`src/rtl/alu_pkg.sv`:
```
// Shared ALU encodings for the ID/EX issue stage.
// Control codes, ALUOp classes, R-type opcodes and forward selects.
package alu_pkg;

   localparam logic [3:0] ALU_AND   = 4'b0000;
   localparam logic [3:0] ALU_ORR   = 4'b0001;
   localparam logic [3:0] ALU_ADD   = 4'b0010;
   localparam logic [3:0] ALU_SUB   = 4'b0110;
   localparam logic [3:0] ALU_PASSB = 4'b0111;

   localparam logic [1:0] ALUOP_MEM   = 2'b00;
   localparam logic [1:0] ALUOP_CBZ   = 2'b01;
   localparam logic [1:0] ALUOP_RTYPE = 2'b10;
   localparam logic [1:0] ALUOP_RSVD  = 2'b11;

   localparam logic [10:0] OP_ADD = 11'b10001011000;
   localparam logic [10:0] OP_SUB = 11'b11001011000;
   localparam logic [10:0] OP_AND = 11'b10001010000;
   localparam logic [10:0] OP_ORR = 11'b10101010000;

   typedef enum logic [1:0] {
      FWD_REG  = 2'b00,
      FWD_WB   = 2'b01,
      FWD_MEM  = 2'b10,
      FWD_REG2 = 2'b11
   } fwd_sel_e;

endpackage

```
`src/rtl/alu_control_dec.sv`:
```
// ALU control decoder: ALUOp + opcode -> 4-bit ALUControl.
// Unsupported combinations decode to AND (0000) and flag illegal.
module alu_control_dec
   import alu_pkg::*;
#(
   parameter int OPW = 11
) (
   input  logic [1:0]     aluop,
   input  logic [OPW-1:0] opcode,
   output logic [3:0]     alucontrol,
   output logic           illegal
);

   always_comb begin
      alucontrol = ALU_AND;
      illegal    = 1'b0;
      case (aluop)
         ALUOP_MEM: alucontrol = ALU_ADD;
         ALUOP_CBZ: alucontrol = ALU_PASSB;
         ALUOP_RTYPE: begin
            if (opcode == OP_ADD)      alucontrol = ALU_ADD;
            else if (opcode == OP_SUB) alucontrol = ALU_SUB;
            else if (opcode == OP_AND) alucontrol = ALU_AND;
            else if (opcode == OP_ORR) alucontrol = ALU_ORR;
            else                       illegal    = 1'b1;
         end
         default: illegal = 1'b1;
      endcase
   end

endmodule

```
`src/rtl/id_ex_alu_issue.sv`:
```
// ID/EX stage: decodes ALU control, holds EX operands and control,
// and forwards MEM/WB results into the ALU operand buses.
module id_ex_alu_issue
   import alu_pkg::*;
#(
   parameter int WIDTH = 64,
   parameter int OPW   = 11
) (
   input  logic             clk,
   input  logic             reset,
   input  logic             stall,
   input  logic             flush,
   input  logic             id_valid,
   input  logic [WIDTH-1:0] id_rd1,
   input  logic [WIDTH-1:0] id_rd2,
   input  logic [WIDTH-1:0] id_imm,
   input  logic             id_alusrc,
   input  logic [1:0]       id_aluop,
   input  logic [OPW-1:0]   id_opcode,
   input  logic [1:0]       fwd_a,
   input  logic [1:0]       fwd_b,
   input  logic [WIDTH-1:0] mem_result,
   input  logic [WIDTH-1:0] wb_result,
   output logic [WIDTH-1:0] ex_a,
   output logic [WIDTH-1:0] ex_b,
   output logic [3:0]       ex_alucontrol,
   output logic [WIDTH-1:0] ex_wdata,
   output logic             ex_valid,
   output logic             ex_illegal
);

   logic [3:0]       w_ctl;
   logic             w_illegal;
   logic             w_bubble;
   logic [WIDTH-1:0] w_fa;
   logic [WIDTH-1:0] w_fb;

   logic [WIDTH-1:0] r_rd1;
   logic [WIDTH-1:0] r_rd2;
   logic [WIDTH-1:0] r_imm;
   logic             r_alusrc;
   logic [3:0]       r_ctl;
   logic             r_illegal;
   logic             r_valid;

   alu_control_dec #(.OPW(OPW)) u_dec (
      .aluop      (id_aluop),
      .opcode     (id_opcode),
      .alucontrol (w_ctl),
      .illegal    (w_illegal)
   );

   // An empty ID slot loads the same contents as a flush.
   assign w_bubble = flush || !id_valid;

   always_ff @(posedge clk or posedge reset) begin
      if (reset) begin
         r_rd1     <= '0;
         r_rd2     <= '0;
         r_imm     <= '0;
         r_alusrc  <= 1'b0;
         r_ctl     <= ALU_AND;
         r_illegal <= 1'b0;
         r_valid   <= 1'b0;
      end else if (w_bubble && (flush || !stall)) begin
         r_rd1     <= '0;
         r_rd2     <= '0;
         r_imm     <= '0;
         r_alusrc  <= 1'b0;
         r_ctl     <= ALU_AND;
         r_illegal <= 1'b0;
         r_valid   <= 1'b0;
      end else if (!stall) begin
         r_rd1     <= id_rd1;
         r_rd2     <= id_rd2;
         r_imm     <= id_imm;
         r_alusrc  <= id_alusrc;
         r_ctl     <= w_ctl;
         r_illegal <= w_illegal;
         r_valid   <= 1'b1;
      end
   end

   function automatic logic [WIDTH-1:0] fwd_mux(
      input logic [1:0]       sel,
      input logic [WIDTH-1:0] rf,
      input logic [WIDTH-1:0] mem,
      input logic [WIDTH-1:0] wb
   );
      case (fwd_sel_e'(sel))
         FWD_MEM: fwd_mux = mem;
         FWD_WB:  fwd_mux = wb;
         default: fwd_mux = rf;
      endcase
   endfunction

   assign w_fa = fwd_mux(fwd_a, r_rd1, mem_result, wb_result);
   assign w_fb = fwd_mux(fwd_b, r_rd2, mem_result, wb_result);

   assign ex_a          = w_fa;
   assign ex_b          = r_alusrc ? r_imm : w_fb;
   assign ex_wdata      = w_fb;
   assign ex_alucontrol = r_ctl;
   assign ex_valid      = r_valid;
   assign ex_illegal    = r_illegal;

endmodule

```
`config.mk`:
```
export PLATFORM = sky130hd
export DESIGN_NAME = id_ex_alu_issue
export DESIGN_NICKNAME = d
export VERILOG_FILES = /design/src/rtl/alu_pkg.sv /design/src/rtl/alu_control_dec.sv /design/src/rtl/id_ex_alu_issue.sv
export SDC_FILE = /design/constraint.sdc
export NUM_CORES = 1
export LEC_CHECK = 0
export CAP_MARGIN = 5
export CORE_AREA = 2 2 207 209
export DETAILED_ROUTE_END_ITERATION = 7
export DIE_AREA = 0 0 209 211
export GPL_ROUTABILITY_DRIVEN = 0
export GPL_TIMING_DRIVEN = 0
export SLEW_MARGIN = 20
export SYNTH_ARGS = -nofsm -noshare
export SYNTH_HDL_FRONTEND = slang
export SYNTH_SLANG_ARGS = --single-unit
```
`constraint.sdc`:
```
create_clock -name clk -period 8.5 [get_ports clk]
set_input_delay 1.7 -clock clk [delete_from_list [all_inputs] [get_ports clk]]
set_output_delay 1.7 -clock clk [all_outputs]
set_load 0.02 [all_outputs]
```
**Yosys cells after proc, flatten, opt, wreduce, memory -nomap -nowiden**

Cells that the tools add are included.

- Reduce and logical (&&, ||, !) cells: 7
- Mux-type cells: 27
- Eq/ne operators: 11

Operators by type and width:

| operator | number |
|---|---|
| $mux W64 | 7 |
| $pmux W64 S2 | 2 |
| $eq A11 B11 Y1 const B | 4 |
| $mux W4 | 5 |
| $pmux W4 S3 | 1 |
| $mux W1 | 11 |
| $eq A2 B1 Y1 const B | 3 |
| $eq A2 B2 Y1 const B | 3 |
| $logic_not A1 Y1 | 2 |
| $logic_not A2 Y1 | 1 |
| $logic_or A1 B1 Y1 | 2 |
| $ne A2 B1 Y1 const B | 1 |
| $pmux W1 S2 | 1 |
| $reduce_or A2 Y1 | 1 |
| $logic_and A1 B1 Y1 | 1 |

- Bits in registers: 199
- Input port bits: 343
- Output and inout port bits: 198
- Word-level logic and storage cells: 52

**Longest topological paths before layout**

- Depth after elaboration: 8
- Gate-level depth with buffers: 8
- Mapped depth without buffers: 5

**Modules after synthesis**

A second synthesis with hierarchy kept.

- Cells, all modules: 1,048
- Area, all modules: 10,526.3 um^2

By module, submodules not included:

| module | sequential area each (um^2) | times used | cells an instance | area an instance (um^2) |
|---|---|---|---|---|
| id_ex_alu_issue | 4,979.8 | 1 | 1,035 | 10,430.0 |
| alu_control_dec | 0.0 | 1 | 13 | 96.3 |

**Worst setup path before layout**

Ideal clock, no wire load.

- Path type: input-to-output
- From: input port fwd_b[0]
- To: output port ex_b[17]
- Required time: 6.800 ns
- Path slack: 3.565 ns
- Stages on the path: 6
- Path buffers: 2
- Data arrival time: 3.235 ns
- Path through: inv_1 ha_1 buf_4 clkbuf_1 o21ai_0 mux2_2

- Longest elaborated chain between the ends: 3
- Elaborated cells between the ends (all ways): 4
- Those cells by class: eq/ne: 2; mux: 2

RTL lines:

| what | line | RTL |
|---|---|---|
| start: declaration | id_ex_alu_issue.sv:21 | `input logic [1:0] fwd_b,` |
| $eq A2 B1 Y1 or $eq A2 B2 Y1 (tied branches) | id_ex_alu_issue.sv:90 | `case (fwd_sel_e'(sel))` |
| $pmux W64 S2 (*) | id_ex_alu_issue.sv:90 |  |
| via ex_wdata[17] | id_ex_alu_issue.sv:27 | `output logic [WIDTH-1:0] ex_wdata,` |
| $mux W64 (*) | id_ex_alu_issue.sv:101 | `assign ex_b = r_alusrc ? r_imm : w_fb;` |
| end: declaration | id_ex_alu_issue.sv:25 | `output logic [WIDTH-1:0] ex_b,` |

Mark *: on every way through the listed nets, which the timed path passes. The rest lies on a longest branch.

**Final worst setup path**

- From: input port fwd_a[0]
- To: output port ex_a[60]

- Longest elaborated chain between the ends: 2
- Elaborated cells between the ends (all ways): 3
- Those cells by class: eq/ne: 2; mux: 1

RTL lines:

| what | line | RTL |
|---|---|---|
| start: declaration | id_ex_alu_issue.sv:20 | `input logic [1:0] fwd_a,` |
| $eq A2 B1 Y1 or $eq A2 B2 Y1 (tied branches) | id_ex_alu_issue.sv:90 |  |
| $pmux W64 S2 (*) | id_ex_alu_issue.sv:90 |  |
| end: declaration | id_ex_alu_issue.sv:24 | `output logic [WIDTH-1:0] ex_a,` |

Every way passes the cells marked *; elsewhere a longest branch is shown, timed or not.

==> impl_metrics.ini <==
[cts]
clock_latency_ns = 0.50
postCtsSetupRepairBufs = 0
clk_pin_slew_worst_paths_ns = 0.08
cts_max_level = 4
cts_root_buffer = sky130_fd_sc_hd__clkbuf_16
cts_tree = built
hold_fix_buffers_cts = 0
cts-buffers-inserted = 17
number_of_resized_instances_in_the_post_cts_repair_step = 0
number_of_sinks_handled_by_clock_tree_synthesis = 198
cts.path.max_buffers = 2

[worst_hold_path]
min_path_type = flop to flop
min_path_cells = 1
timing.hold.worst.start = ex_valid
hold_path_end = ex_valid

[sta]
fin_hold_ws_ns = 0.4857
timing_worst_slew_pin_value_ns = 1.182
max_slew_margin_pct = 21.19
finalCritPeriodShare_pct = 77.75
skew_final_ns = 0
final.setup.tns_ns = 0
fmax_mhz = 151.3
rsz_0062_raised_after_global_routing = false
hold_viol = 0
number_of_endpoints_failing_setup_at_the_final_stage = 0
final.min_clock_period_ns = 6.608
finalMaxSlewViolations = 0

[global_routing]
overflow_after_grt = 0
maximum_number_of_pins_on_one_net_before_global_route_repair = 98
number_of_antenna_violations_at_the_first_check_in_global_routing = 4
first_global_vias = 11400
global_route.usage.total_pct = 24.84
grt_first_pass_wirelength_um = 78900

[synthesis]
synth_top_cells_by_count = sky130_fd_sc_hd__dfrtp_1 (198), sky130_fd_sc_hd__a22o_1 (193), sky130_fd_sc_hd__nand2_1 (132), sky130_fd_sc_hd__a22oi_1 (128), sky130_fd_sc_hd__o21ai_0 (115)
synth.area.top_cells = sky130_fd_sc_hd__dfrtp_1 (48%), sky130_fd_sc_hd__a22o_1 (16%), sky130_fd_sc_hd__a22oi_1 (9.3%)
synth.yosys.seq_area_share_pct = 47.83
synth-async-reset-ratio_pct = 100.0
synth_top_flop_cell = sky130_fd_sc_hd__dfrtp_1
post-synth-top-area-fraction_pct = 47.83
ys.warnings.count = 0
synth_edf_count = 0
post_synth_instance_area_mm2 = 0.01036
synth-seq-cells = 198
synth_cells = 981
syn_nets = 1328
synthMostInstantiatedCell = sky130_fd_sc_hd__dfrtp_1
synth_largest_area_cell = sky130_fd_sc_hd__dfrtp_1
post_synth.cell_area_avg_um2 = 10.56
synth_cell_types = 29

[route]
detail-route-antenna-nets = 0
count_of_unresolved_drc_violations_after_routing = 0
routed_wirelength_um = 55330
post_drt_wl_per_cell_um = 26.41
detail_route.vias_per_cell = 5.267
detailedRoute.firstPassIterationCount = 6
routed-wl-met3_um = 4045
wl_met1_um = 22950
dr.first_iter.drc_count = 829
max_layer_used = met4
vias = 11030
met2RoutedLength_um = 26850

[setup_path]
critPathArrivalTime_ns = 4.91
r2r_slack_ns = 7.08
crit_path_end_kind = output pin
path_class = input port to output pin
timing.reg2reg.worst_path_depth = 3
reg2reg_end = r_alusrc
start_kind = input port
critical_path.reg2reg.startpoint = r_alusrc
crit_path_max_fanout = 10
worstPathRequired_ns = 6.80

[pwr]
cellLeakagePower_nw = 7.074
vdd.ir_drop.worst_v = 0.0001082
p_total_mw = 2.560
pwr_density_cell_mw_per_mm2 = 150.3

[placement]
place_inst = 2061
port_buffers = 539
dp_hpwl_um = 42320

[finish]
layout.cells.non_filler = 2095
fillers = 4174
syn2layout_area_growth_pct = 64.39
utilization_pct = 40.78
final_nets = 1888
layout-drive-gt1-share_pct = 11.01

[die]
row_count = 75
floorplan.initialDensity_pct = 24.81
die-area_mm2 = 0.04410
floorplan.io_pins = 541
die_w_um = 209
core_footprint_mm2 = 0.04176
die_h_um = 211

[flow_run]
drv_cap = 0

[outcome]
status = finished clean
-- final cells by class --
class / count / area (um2) / area share, %
flip-flops and latches: 198 / 4955 / 29.10
repair buffers: 541 / 5450 / 32.01
multi-input cells: 670 / 4713 / 27.68
well taps: 539 / 674.4 / 3.960
inverters: 5 / 26.28 / 0.1543
plain buffers: 108 / 673.1 / 3.953
clock inverters: 13 / 100.1 / 0.5878
diodes: 3 / 7.507 / 0.04409
clock buffers: 18 / 429.2 / 2.520
-- how the worst max path moves through the flow --
stage	startpoint	end	slack [ns]	cells after the start
4_1_cts	fwd_a[0]	ex_a[60]	1.84	9
6_report	fwd_a[0]	ex_a[60]	1.89	9
5_1_grt	fwd_a[0]	ex_a[52]	1.77	9
3_5_place_dp	fwd_a[0]	ex_a[60]	1.86	9
2_1_floorplan	reset	ex_alucontrol[0]	1.40	1
3_3_place_gp	reset	r_imm[47]	-1.75	2
-- flip-flops by register name, summed over array words and instances, names as in the netlist --
signal / count
ex_alucontrol: 3
r_imm: 64
r_alusrc: 1
r_rd2: 64
ex_valid: 1
r_rd1: 64
ex_illegal: 1
-- critical path, cell delays in order --
cell                              delay [ns]
sky130_fd_sc_hd__clkdlybuf4s50_1        0.49
sky130_fd_sc_hd__inv_1                  0.05
sky130_fd_sc_hd__ha_1                   0.28
sky130_fd_sc_hd__buf_2                  0.24
sky130_fd_sc_hd__buf_2                  0.34
sky130_fd_sc_hd__clkbuf_1               0.78
sky130_fd_sc_hd__nand2_1                0.11
sky130_fd_sc_hd__o21ai_0                0.19
sky130_fd_sc_hd__clkdlybuf4s50_1        0.70
-- cells by family after synthesis --
logic type,synth area share (%)
AO/OA/AOI/OAI,32.35
adder cells (fa/ha/maj),0.4832
buffers and inverters,6.667
flip-flops,47.83
multiplexers,7.066
other,0.03620
AND/OR/NAND/NOR,5.568
-- per-stage QoR --
stage                     instance area (um2)  setup slack (ns)
after CTS                               17020             1.840
after floorplan                         10360             1.403
after global routing                    17030             1.767
after global placement                  16430            -1.755
final                                   17030             1.892
after detailed placement                16490             1.858
-- layout by cell type (no fill, tap or decap), drive strengths merged, types with 2 or more instances in the layout --
cell type / instances
a22o: 193
clkinv: 7
ha: 4
a21oi: 2
diode: 3
nor3b: 3
inv: 10
o21ai: 131
nand2: 132
a21o: 2
mux2: 65
clkdlybuf4s50: 539
buf: 81
nor4bb: 2
a22oi: 128
clkbuf: 47
dfrtp: 198
-- metal layers --
layer	track usage [%]	up-vias
met2	41.61	578
met1	31.34	5518
met3	5.546	72
li1	-	4866
met5	0	-
met4	9.335	0
-- power by group --
part	internal, mW	switching (mW)
combinational	0.368	0.395
sequential	0.976	0.0209
clock	0.377	0.422
Note: power is estimated with default switching activity, not from simulation.
